<file path="config.mk">
export PLATFORM = sky130hd
export DESIGN_NAME = spi_burst_dcd
export DESIGN_NICKNAME = d
export VERILOG_FILES = /design/src/rtl/spi_pkg.sv /design/src/rtl/byte_shift_reg.sv /design/src/rtl/spi_burst_dcd.sv
export SDC_FILE = /design/constraint.sdc
export NUM_CORES = 1
export LEC_CHECK = 0
export CORE_MARGIN = 10
export CORE_UTILIZATION = 37
export CTS_BUF_LIST = sky130_fd_sc_hd__clkbuf_4 sky130_fd_sc_hd__clkbuf_8
export CTS_CLUSTER_SIZE = 40
export DETAILED_ROUTE_END_ITERATION = 16
export GPL_TIMING_DRIVEN = 0
export PLACE_DENSITY_LB_ADDON = 0.3
export SETUP_SLACK_MARGIN = 0.05
export SYNTH_ARGS = -nofsm -noshare
export SYNTH_HDL_FRONTEND = slang
export SYNTH_HIERARCHICAL = 1
export SYNTH_SLANG_ARGS = --single-unit
</file>
<file path="constraint.sdc">
create_clock -name clk -period 2.3 [get_ports clk]
set_input_delay 0.46 -clock clk [delete_from_list [all_inputs] [get_ports clk]]
set_output_delay 0.46 -clock clk [all_outputs]
set_load 0.02 [all_outputs]
</file>
<file path="src/rtl/spi_pkg.sv">
// Shared constants and state type for the SPI burst command decoder.
// The command byte layout is fixed here; address width is a decoder parameter.
package spi_pkg;

    localparam int CMD_RW_BIT    = 7;
    localparam int CMD_BURST_BIT = 6;
    localparam int CNT_W         = 4;

    typedef enum logic [2:0] {
        ST_CMD,
        ST_RD_REQ,
        ST_RD_CAP,
        ST_RDATA,
        ST_WDATA
    } state_t;

endpackage

</file>
<file path="src/rtl/byte_shift_reg.sv">
// DATA_BYTES-deep byte shift register with parallel load; bytes enter at the
// LSB end so the oldest byte sits in the top byte (MSB-first words).
module byte_shift_reg #(
    parameter int DATA_BYTES = 2
) (
    input  logic                    clk,
    input  logic                    rst_n,
    input  logic                    i_load,
    input  logic [8*DATA_BYTES-1:0] i_load_data,
    input  logic                    i_shift,
    input  logic [7:0]              i_shift_in,
    output logic [8*DATA_BYTES-1:0] o_data
);

    localparam int DATA_W = 8 * DATA_BYTES;

    logic [DATA_W-1:0] r_data;
    logic [DATA_W-1:0] w_shifted;

    generate
        if (DATA_BYTES == 1) begin : g_single
            assign w_shifted = i_shift_in;
        end else begin : g_multi
            assign w_shifted = {r_data[DATA_W-9:0], i_shift_in};
        end
    endgenerate

    // NOTE: sequential state uses non-blocking assignments so every flop samples pre-edge values.
    always_ff @(posedge clk or negedge rst_n) begin
        if (!rst_n) begin
            r_data <= '0;
        end else if (i_load) begin
            r_data <= i_load_data;
        end else if (i_shift) begin
            r_data <= w_shifted;
        end
    end

    assign o_data = r_data;

endmodule

</file>
<file path="src/rtl/spi_burst_dcd.sv">
// SPI byte-stream command decoder: one command byte, then DATA_BYTES-byte words
// MSB first, with optional auto-increment bursts until frame_end.
module spi_burst_dcd
    import spi_pkg::*;
#(
    parameter int ADDR_W     = 6,
    parameter int DATA_BYTES = 2,
    parameter bit BURST_EN   = 1'b1
) (
    input  logic                    clk,
    input  logic                    rst_n,
    input  logic                    byte_sync,
    input  logic [7:0]              data_in,
    input  logic                    frame_end,
    output logic [7:0]              data_out,
    output logic                    read,
    output logic                    write,
    output logic [ADDR_W-1:0]       addr,
    input  logic [8*DATA_BYTES-1:0] data_read,
    output logic [8*DATA_BYTES-1:0] data_write,
    output logic                    err
);

    localparam int DATA_W = 8 * DATA_BYTES;

    state_t            r_state;
    state_t            w_state_nxt;
    logic [CNT_W-1:0]  r_count;
    logic [CNT_W-1:0]  w_count_inc;
    logic              r_burst;
    logic              r_write;
    logic              r_err;
    logic [ADDR_W-1:0] r_addr;
    logic [DATA_W-1:0] r_data_write;
    logic [DATA_W-1:0] w_asm;
    logic [DATA_W-1:0] w_rbuf;
    logic [DATA_W-1:0] w_wword;
    logic [DATA_W+7:0] w_wcat;
    logic              w_byte;
    logic              w_last;
    logic              w_in_rd_gap;
    logic              w_rd_load;
    logic              w_rd_shift;
    logic              w_wr_shift;
    logic              w_unused;

    // frame_end outranks a coincident byte, so that byte is never seen.
    assign w_byte      = byte_sync & ~frame_end;
    assign w_count_inc = r_count + 1'b1;
    assign w_last      = (w_count_inc >= CNT_W'(DATA_BYTES));
    assign w_in_rd_gap = (r_state == ST_RD_REQ) || (r_state == ST_RD_CAP);

    // Word as it will stand once the current data_in byte is shifted in.
    assign w_wcat   = {w_asm, data_in};
    assign w_wword  = w_wcat[DATA_W-1:0];
    assign w_unused = ^{w_wcat[DATA_W+7:DATA_W], w_rbuf};

    // NOTE: every always_comb output gets a default before the case, so no latch is inferred.
    always_comb begin
        w_state_nxt = r_state;
        w_rd_load   = 1'b0;
        w_rd_shift  = 1'b0;
        w_wr_shift  = 1'b0;
        case (r_state)
            ST_CMD: begin
                if (w_byte) begin
                    w_state_nxt = data_in[CMD_RW_BIT] ? ST_WDATA : ST_RD_REQ;
                end
            end
            ST_RD_REQ: w_state_nxt = ST_RD_CAP;
            ST_RD_CAP: begin
                w_rd_load   = ~frame_end;
                w_state_nxt = ST_RDATA;
            end
            ST_RDATA: begin
                if (w_byte) begin
                    if (w_last) begin
                        w_state_nxt = r_burst ? ST_RD_REQ : ST_CMD;
                    end else begin
                        w_rd_shift = 1'b1;
                    end
                end
            end
            ST_WDATA: begin
                if (w_byte) begin
                    w_wr_shift = 1'b1;
                    if (w_last && !r_burst) begin
                        w_state_nxt = ST_CMD;
                    end
                end
            end
            default: w_state_nxt = ST_CMD;
        endcase
        if (frame_end) begin
            w_state_nxt = ST_CMD;
        end
    end

    always_ff @(posedge clk or negedge rst_n) begin
        if (!rst_n) begin
            r_state      <= ST_CMD;
            r_count      <= '0;
            r_burst      <= 1'b0;
            r_addr       <= '0;
            r_write      <= 1'b0;
            r_data_write <= '0;
            r_err        <= 1'b0;
        end else begin
            r_state <= w_state_nxt;
            r_write <= (r_state == ST_WDATA) && w_byte && w_last;
            r_err   <= w_byte && w_in_rd_gap;

            // A byte landing in the read request gap still consumes a word slot.
            if (frame_end) begin
                r_count <= '0;
            end else if (w_byte) begin
                if ((r_state == ST_CMD) ||
                    (((r_state == ST_RDATA) || (r_state == ST_WDATA)) && w_last)) begin
                    r_count <= '0;
                end else begin
                    r_count <= w_count_inc;
                end
            end

            if ((r_state == ST_CMD) && w_byte) begin
                r_burst <= BURST_EN && data_in[CMD_BURST_BIT];
                r_addr  <= data_in[ADDR_W-1:0];
            end else if (r_write && r_burst && !frame_end) begin
                r_addr <= r_addr + 1'b1;
            end else if ((r_state == ST_RDATA) && w_byte && w_last && r_burst) begin
                r_addr <= r_addr + 1'b1;
            end

            if ((r_state == ST_WDATA) && w_byte && w_last) begin
                r_data_write <= w_wword;
            end
        end
    end

    byte_shift_reg #(.DATA_BYTES(DATA_BYTES)) u_wr_asm (
        .clk         (clk),
        .rst_n       (rst_n),
        .i_load      (1'b0),
        .i_load_data ('0),
        .i_shift     (w_wr_shift),
        .i_shift_in  (data_in),
        .o_data      (w_asm)
    );

    byte_shift_reg #(.DATA_BYTES(DATA_BYTES)) u_rd_ser (
        .clk         (clk),
        .rst_n       (rst_n),
        .i_load      (w_rd_load),
        .i_load_data (data_read),
        .i_shift     (w_rd_shift),
        .i_shift_in  (8'h00),
        .o_data      (w_rbuf)
    );

    assign data_out   = w_rbuf[DATA_W-1 -: 8];
    assign read       = (r_state == ST_RD_REQ);
    assign write      = r_write;
    assign addr       = r_addr;
    assign data_write = r_data_write;
    assign err        = r_err;

endmodule

</file>
==> results.tsv, run 1 <==
metric	value	unit
fin_total_pwr	0.00307	W
wl_per_cell	14.9	µm
hold_violations	0	
crit_slowest_cell	clkdlybuf4s50_1	
peakVddDrop	0.383	mV
first_global_vias	2154	
coreArea	7180	µm²
critPathArrivalTime	2.46	ns
drtIter0Drc	113	
skew	0.0121	ns
overflow	0	
grt_pass1_wl	10.9	mm
fmax	0.455	GHz
cts_root_buf	clkbuf_8	
viasPerCell	4.76	
cp_max_fo	8	
grt_start_max_net_pins	40	
outcome	completed	
final_nets	362	
vias	2053	
crit_type	in -> reg	
finalWeightedCongestion	0.795	
fin_area	3660	µm²
cts_max_path_buffers	2	
path_cells	clkdlybuf4s50_1 -> or3b_4 -> o21ai_4 -> o211ai_4 -> or4_1 -> nand3_1	
fp.dieW	105	µm
die-area	11100	µm²
startpoint	byte_sync	
ys_warn_count	6	
antenna_found_initial	0	
port_buffers	60	
cp-end-kind	flop	
rows	31	
clk-insertion-delay-late	0.32	ns
min_path_type	in -> async	
cts_tree	yes	
drc_errors	0	
timing.rr.start	r_count[1]	
routed_wl	6.44	mm
setup_viol	0	
cp-start-kind	input port	
area_growth	35.9	%
cts.sinks	56	
grtUsageTotal	11.6	%
power_density	838	nW/µm²
drive_gt1_share	14.2	%
cp.required	2.56	ns
ant_nets	0	
hold_ws	0.0776	ns
antenna_cells	0	
syn-instance-count	243	
cap_violations	0	
cts_htree_levels	2	
maxSlewViolCount	0	
start_util	37.5	%
cts_made_buffers	5	
synth_area	2690	µm²
fin_crit	2.20	ns
first_pass_iters	4	
clk_pin_slew	0.11	ns
place_hpwl	4.83	mm
num_io_pins	61	
p_leak	1.51	nW
period_share	95.5	%
rsz0062_at_grt	no	
synth_area_per_cell	11.1	µm²
die_y	105	µm
slowest_delay	0.59	ns
fillers	658	
postPlaceCellArea	3500	µm²
-- path summary, 6_finish.rpt --
path / cells after the start / slack [ns] / to
max in group asynchronous: 2 / 1.66 / u_rd_ser/o_data[1]
setup reg to reg: 7 / 0.18 / data_write[3]
min in group clk: 1 / 0.52 / data_write[7]
hold / removal: 1 / 0.08 / data_write[15]
hold reg to reg: 1 / 0.52 / data_write[7]
setup / recovery: 6 / 0.10 / addr[5]
-- routing by layer --
metal	wire (µm)	part of all wire, %	global-route usage (%)
met1	3110	48	14.9
met2	2880	45	18.1
met3	399	6.2	4.45
met4	53	0.82	2.35
met5	0	0	0
-- layout make-up --
| class | count | area [µm²] | share of cell area [%] |
|---|---|---|---|
| Tap cell | 99 | 124 | 3.38 |
| Clock buffer | 5 | 68.8 | 1.88 |
| Sequential cell | 56 | 1400 | 38.3 |
| Clock inverter | 3 | 46.3 | 1.26 |
| Inverter | 2 | 7.51 | 0.205 |
| Multi-Input combinational cell | 190 | 1260 | 34.5 |
| Buffer | 13 | 115 | 3.15 |
| Timing Repair Buffer | 63 | 633 | 17.3 |
-- per-stage QoR --
stage	instances	setup TNS, ns	setup WS, ns	utilization, %
3_3_place_gp	420	-66.31	-1.07	48.6
5_1_grt	431	0	0.0510	51.0
6_report	431	0	0.104	51.0
2_1_floorplan	261	0	0.300	-
4_1_cts	429	0	0.0651	50.5
3_5_place_dp	421	-6.38	-0.344	48.8
-- power by group --
part / total [W] / internal, W / leakage, nW / switching [W]
registers: 0.00138 / 0.00123 / 0.721 / 0.000153
logic: 0.00101 / 0.000517 / 0.730 / 0.000498
clock network: 0.000668 / 0.000331 / 0.0600 / 0.000337
-- critical path, delay by kind of cell --
kind / cells / cell delay (ns)
AND/OR/NAND/NOR: 3 / 1.09
buffers and inverters: 1 / 0.59
AO/OA/AOI/OAI: 2 / 0.31
-- sequential cells by signal (all words and copies together) (netlist names) --
| name | count |
|---|---|
| write | 1 |
| err | 1 |
| r_count | 4 |
| r_state | 3 |
| u_rd_ser/o_data | 16 |
| u_wr_asm/o_data | 8 |
| data_write | 16 |
| r_burst | 1 |
| addr | 6 |
-- timing repair --
item | 4_1_cts | 5_1_grt
setup buffers | 0 | 2
gates cloned | 0 | 0
gates resized for setup | 2 | 9
setup endpoints to repair | 9 | 22
hold buffers | 0 | 0
-- placed cells by master, fill, tap and decap left out, types with 2 or more instances in the layout --
master and n:
xor2_1 2, buf_6 2, a21oi_1 7, clkbuf_1 4
clkbuf_8 5, o311ai_0 2, nor4_1 2, or2_2 3
buf_2 3, nand3_1 6, mux2i_1 25, buf_4 3
nor2b_1 2, a31oi_1 2, nor2_1 8, mux2_2 16
dfrtp_1 56, buf_12 3, ha_1 3, nor3_1 2
and2_1 3, clkdlybuf4s50_1 58, and3_1 2, conb_1 19
nor3b_1 2, o21ai_1 15, nand2b_1 2, nand2_1 32
o211ai_1 3, inv_1 2, o21ai_0 15
(Power assumes the default switching activity.)
==> inputs of run 2 (changes only) <==
Settings changed: CTS_CLUSTER_SIZE 40 to 16, MAX_ROUTING_LAYER from default to met4, TNS_END_PERCENT from default to 5.
==> results.tsv, run 2 (synthesized netlist as in run 1, its figures left out) <==
metric	value	unit
outcome	completed	
grt_pass1_wl	10.9	mm
cpLargestDelayFamily	simple AND/OR/NAND/NOR gates	
p_leak	1.50	nW
finalWeightedCongestion	0.806	
utilization	50.8	%
peakVddDrop	0.382	mV
cap_violations	0	
start_util	37.5	%
num_io_pins	61	
routed_wl	6.41	mm
setup_viol	0	
grtUsageTotal	11.9	%
first_global_vias	2159	
antenna_found_initial	0	
coreArea	7180	µm²
critPathArrivalTime	2.45	ns
wl_per_cell	14.9	µm
cp-start-kind	input port	
skew	0.0136	ns
rsz0062_at_grt	no	
first_pass_iters	4	
hold_ws	0.0772	ns
min_path_type	in -> async	
timing.rr.start	r_count[1]	
die_y	105	µm
clk_pin_slew	0.11	ns
fin_cells	429	
reg2reg_depth	8	
die-area	11100	µm²
cp.required	2.56	ns
drtIter0Drc	99	
fin_crit	2.19	ns
ant_nets	0	
fillers	655	
cts_max_path_buffers	2	
maxSlewViolCount	0	
drc_errors	0	
placed_cells	421	
final_nets	360	
power_density	839	nW/µm²
crit_slowest_cell	clkdlybuf4s50_1	
cts_made_buffers	5	
path_cells	clkdlybuf4s50_1 -> or3b_4 -> o21ai_4 -> o211ai_4 -> or4_1 -> nand3_1	
cts_root_buf	clkbuf_8	
hold_violations	0	
timing.rr.end	data_write[6]	
area_growth	35.5	%
worst-path-buf-inv	1	
fmax	0.456	GHz
cts_htree_levels	2	
rrSetupSlack	0.19	ns
rows	31	
max_slew_margin	66.7	%
antenna_cells	0	
cp_max_fo	8	
grt_start_max_net_pins	40	
fin_total_pwr	0.00306	W
viasPerCell	4.77	
mostFrequentLayoutCell	clkdlybuf4s50_1	
period_share	95.2	%
slowest_delay	0.60	ns
worstSetupPathDepth	6	
hold_buffers	0	
tightest_slew	0.497	ns
fp.dieW	105	µm
cts_tree	yes	
cp-end-kind	flop	
vias	2045	
clk-insertion-delay-late	0.32	ns
crit_type	in -> reg	
drive_gt1_share	13.6	%
overflow	0	
cts.sinks	56	
place_hpwl	4.83	mm
port_buffers	60	
final_cell_mix	clkdlybuf4s50_1, dfrtp_1, nand2_1	
## run 2: cell type report
cell class | count | area [µm²] | share of cell area (%)
Multi-Input combinational cell | 190 | 1260 | 34.6
Sequential cell | 56 | 1400 | 38.4
Tap cell | 99 | 124 | 3.40
Clock inverter | 3 | 46.3 | 1.27
Timing Repair Buffer | 61 | 618 | 16.9
Inverter | 2 | 7.51 | 0.206
Clock buffer | 5 | 68.8 | 1.89
Buffer | 13 | 119 | 3.26
## run 2: timing repair
action,4_1_cts,5_1_grt
pin swaps,0,1
endpoints found under the setup margin,9,22
gates resized for setup,2,10
setup buffers,0,0
## run 2: through the flow
step                      worst slack (ns)  cell area, µm²  setup TNS [ns]
after floorplan                      0.300            2760               0
after global placement               -1.07            3480          -66.31
after detailed placement            -0.344            3500           -6.38
after CTS                           0.0651            3620               0
after global routing                0.0536            3650               0
final                                0.109            3650               0
## run 2: worst max-delay path by stage
stage,slack [ns],start,to
3_3_place_gp,-1.07,rst_n,u_rd_ser/o_data[6]
5_1_grt,0.05,r_count[1],data_write[3]
4_1_cts,0.07,r_state[2],read
6_report,0.11,byte_sync,addr[5]
2_1_floorplan,0.30,r_count[0],data_write[0]
3_5_place_dp,-0.34,byte_sync,data_write[5]
## run 2: per-layer routing
layer	GRT usage [%]	up-vias	wire length [µm]
li1	-	1018	-
met1	15.5	976	3240
met2	18.1	47	2860
met3	3.59	4	282
met4	2.35	0	33
met5	-	-	0
## run 2: power breakdown
part	switching, W	internal, W	leakage (nW)
logic	0.000497	0.000512	0.720
clock network	0.000338	0.000331	0.0600
registers	0.000154	0.00123	0.721
==> inputs of run 3 (changes only) <==
Settings changed: ABC_AREA from default to 1, CAP_MARGIN from default to 40.
==> results.tsv, run 3 <==
metric	value	unit
routed_wl	7.09	mm
layout_setup_ws	0.317	ns
place_hpwl	5.45	mm
cp_max_fo	10	
cap_violations	0	
cp.required	2.48	ns
antenna_found_initial	0	
tightest_slew	0.651	ns
cp-end-kind	flop	
cp-start-kind	flop	
top_layer	met4	
synth_area	2940	µm²
syn-instance-count	344	
cts.sinks	56	
dp_slack	0.0762	ns
utilization	49.6	%
die-area	11900	µm²
wl_met2	3.35	mm
rsz0062_at_grt	no	
finalWeightedCongestion	0.893	
rows	32	
crit_type	reg -> reg	
m1WireLength	3.25	mm
rrSetupSlack	0.32	ns
fin_cells	530	
fp.dieW	109	µm
cts_htree_levels	2	
ant_nets	0	
port_buffers	60	
grt_start_max_net_pins	31	
antenna_cells	0	
clk_pin_slew	0.10	ns
ys_warn_count	6	
coreArea	7730	µm²
setup-tns-final	0	ns
fin_crit	1.98	ns
skew	0.00751	ns
path_cells	ha_1 -> nand2_1 -> nor2_2 -> nand2_2 -> nor3_1 -> buf_4 -> nor2_8 -> buf_6 -> nand2_1 -> nand3_1	
mostFrequentLayoutCell	nand2_1	
maxSlewViolCount	0	
p_leak	1.85	nW
wl_per_cell	13.4	µm
final_cell_mix	nand2_1, clkdlybuf4s50_1, dfrtp_1	
peakVddDrop	0.486	mV
cts_tree	yes	
routed-wl-met3	418	µm
area_growth	30.1	%
cts_max_path_buffers	2	
clk-insertion-delay-late	0.30	ns
hold_violations	0	
first_pass_iters	4	
die_y	109	µm
outcome	completed	
cts_made_buffers	5	
viasPerCell	4.62	
timing.rr.start	r_count[0]	
hold_ws	0.175	ns
setup_viol	0	
first_global_vias	2431	
vias	2449	
period_share	86.2	%
fmax	0.504	GHz
max_slew_margin	56.6	%
placed_cells	523	
overflow	0	
start_util	38.1	%
num_io_pins	61	
slowest_delay	0.46	ns
reg2reg_depth	10	
cpLargestDelayFamily	simple AND/OR/NAND/NOR gates	
path_common_cell	nand2_1	
crit_slowest_cell	dfrtp_1	
grtUsageTotal	12.7	%
worst-path-buf-inv	2	
critPathArrivalTime	2.17	ns
min_path_type	in -> async	
timing.rr.end	u_rd_ser/o_data[10]	
drtIter0Drc	51	
drc_errors	0	
final_nets	459	
power_density	968	nW/µm²
startpoint	r_count[0]	
drive_gt1_share	14.7	%
grt_pass1_wl	11.9	mm
cts_root_buf	clkbuf_8	
synth_area_per_cell	8.55	µm²
[run 3: cell types whose count changed in the layout (fill, tap and decap cells not counted), sizes merged, moves of 4 or more]
cell    before  now
mux2i       25    0
a21oi        7    2
nand3        6   58
buf         10   16
nand2       32  135
o211ai       4    0
mux2        16    0
inv          3   26
o21ai       31   22
nor2         8   17
[run 3: routing by layer]
metal	track usage, %	up-vias
li1	-	1247
met1	15.4	1135
met2	20.4	59
met3	3.66	8
met4	2.97	0
met5	-	-
[run 3: layout make-up]
type                            count  area [µm²]
Sequential cell                    56        1400
Inverter                           26         103
Timing Repair Buffer               61         618
Buffer                             15         160
Clock buffer                        6        76.3
Multi-Input combinational cell    263        1340
Clock inverter                      1        5.00
Tap cell                          102         128
Fill cell                         771        3900
[run 3: worst max path at each step]
stage / end / slack (ns) / cells past startpoint
floorplan: u_rd_ser/o_data[3] / 0.56 / 10
global placement: u_wr_asm/o_data[3] / -1.09 / 1
finish: u_rd_ser/o_data[10] / 0.32 / 10
detailed placement: u_rd_ser/o_data[10] / 0.08 / 9
CTS: read / 0.05 / 4
global route: u_rd_ser/o_data[10] / 0.14 / 12
[run 3: worst register-to-register path: cells and delay by family (launching register included)]
kind          cells  cell delay [ns]
fa+ha+maj         1             0.32
simple gates      7             0.72
buf+inv           2             0.37
flops             1             0.46
[run 3: power by group]
group          internal (W)  leakage [nW]  switching [W]
logic              0.000733          1.07       0.000920
registers           0.00130         0.727       0.000222
clock network      0.000220        0.0445       0.000312
total               0.00226          1.85        0.00145
[run 3: repair_timing]
action	CTS	global route
hold buffers	0	0
setup endpoints to repair	0	1
gates resized for setup	0	1
buffers inserted	0	0
[run 3: through the flow]
stage          total power, W  area [µm²]
2_1_floorplan         0.00252        3000
4_1_cts               0.00376        3830
3_3_place_gp          0.00317        3730
5_1_grt               0.00399        3830
6_report              0.00371        3830
3_5_place_dp          0.00322        3750
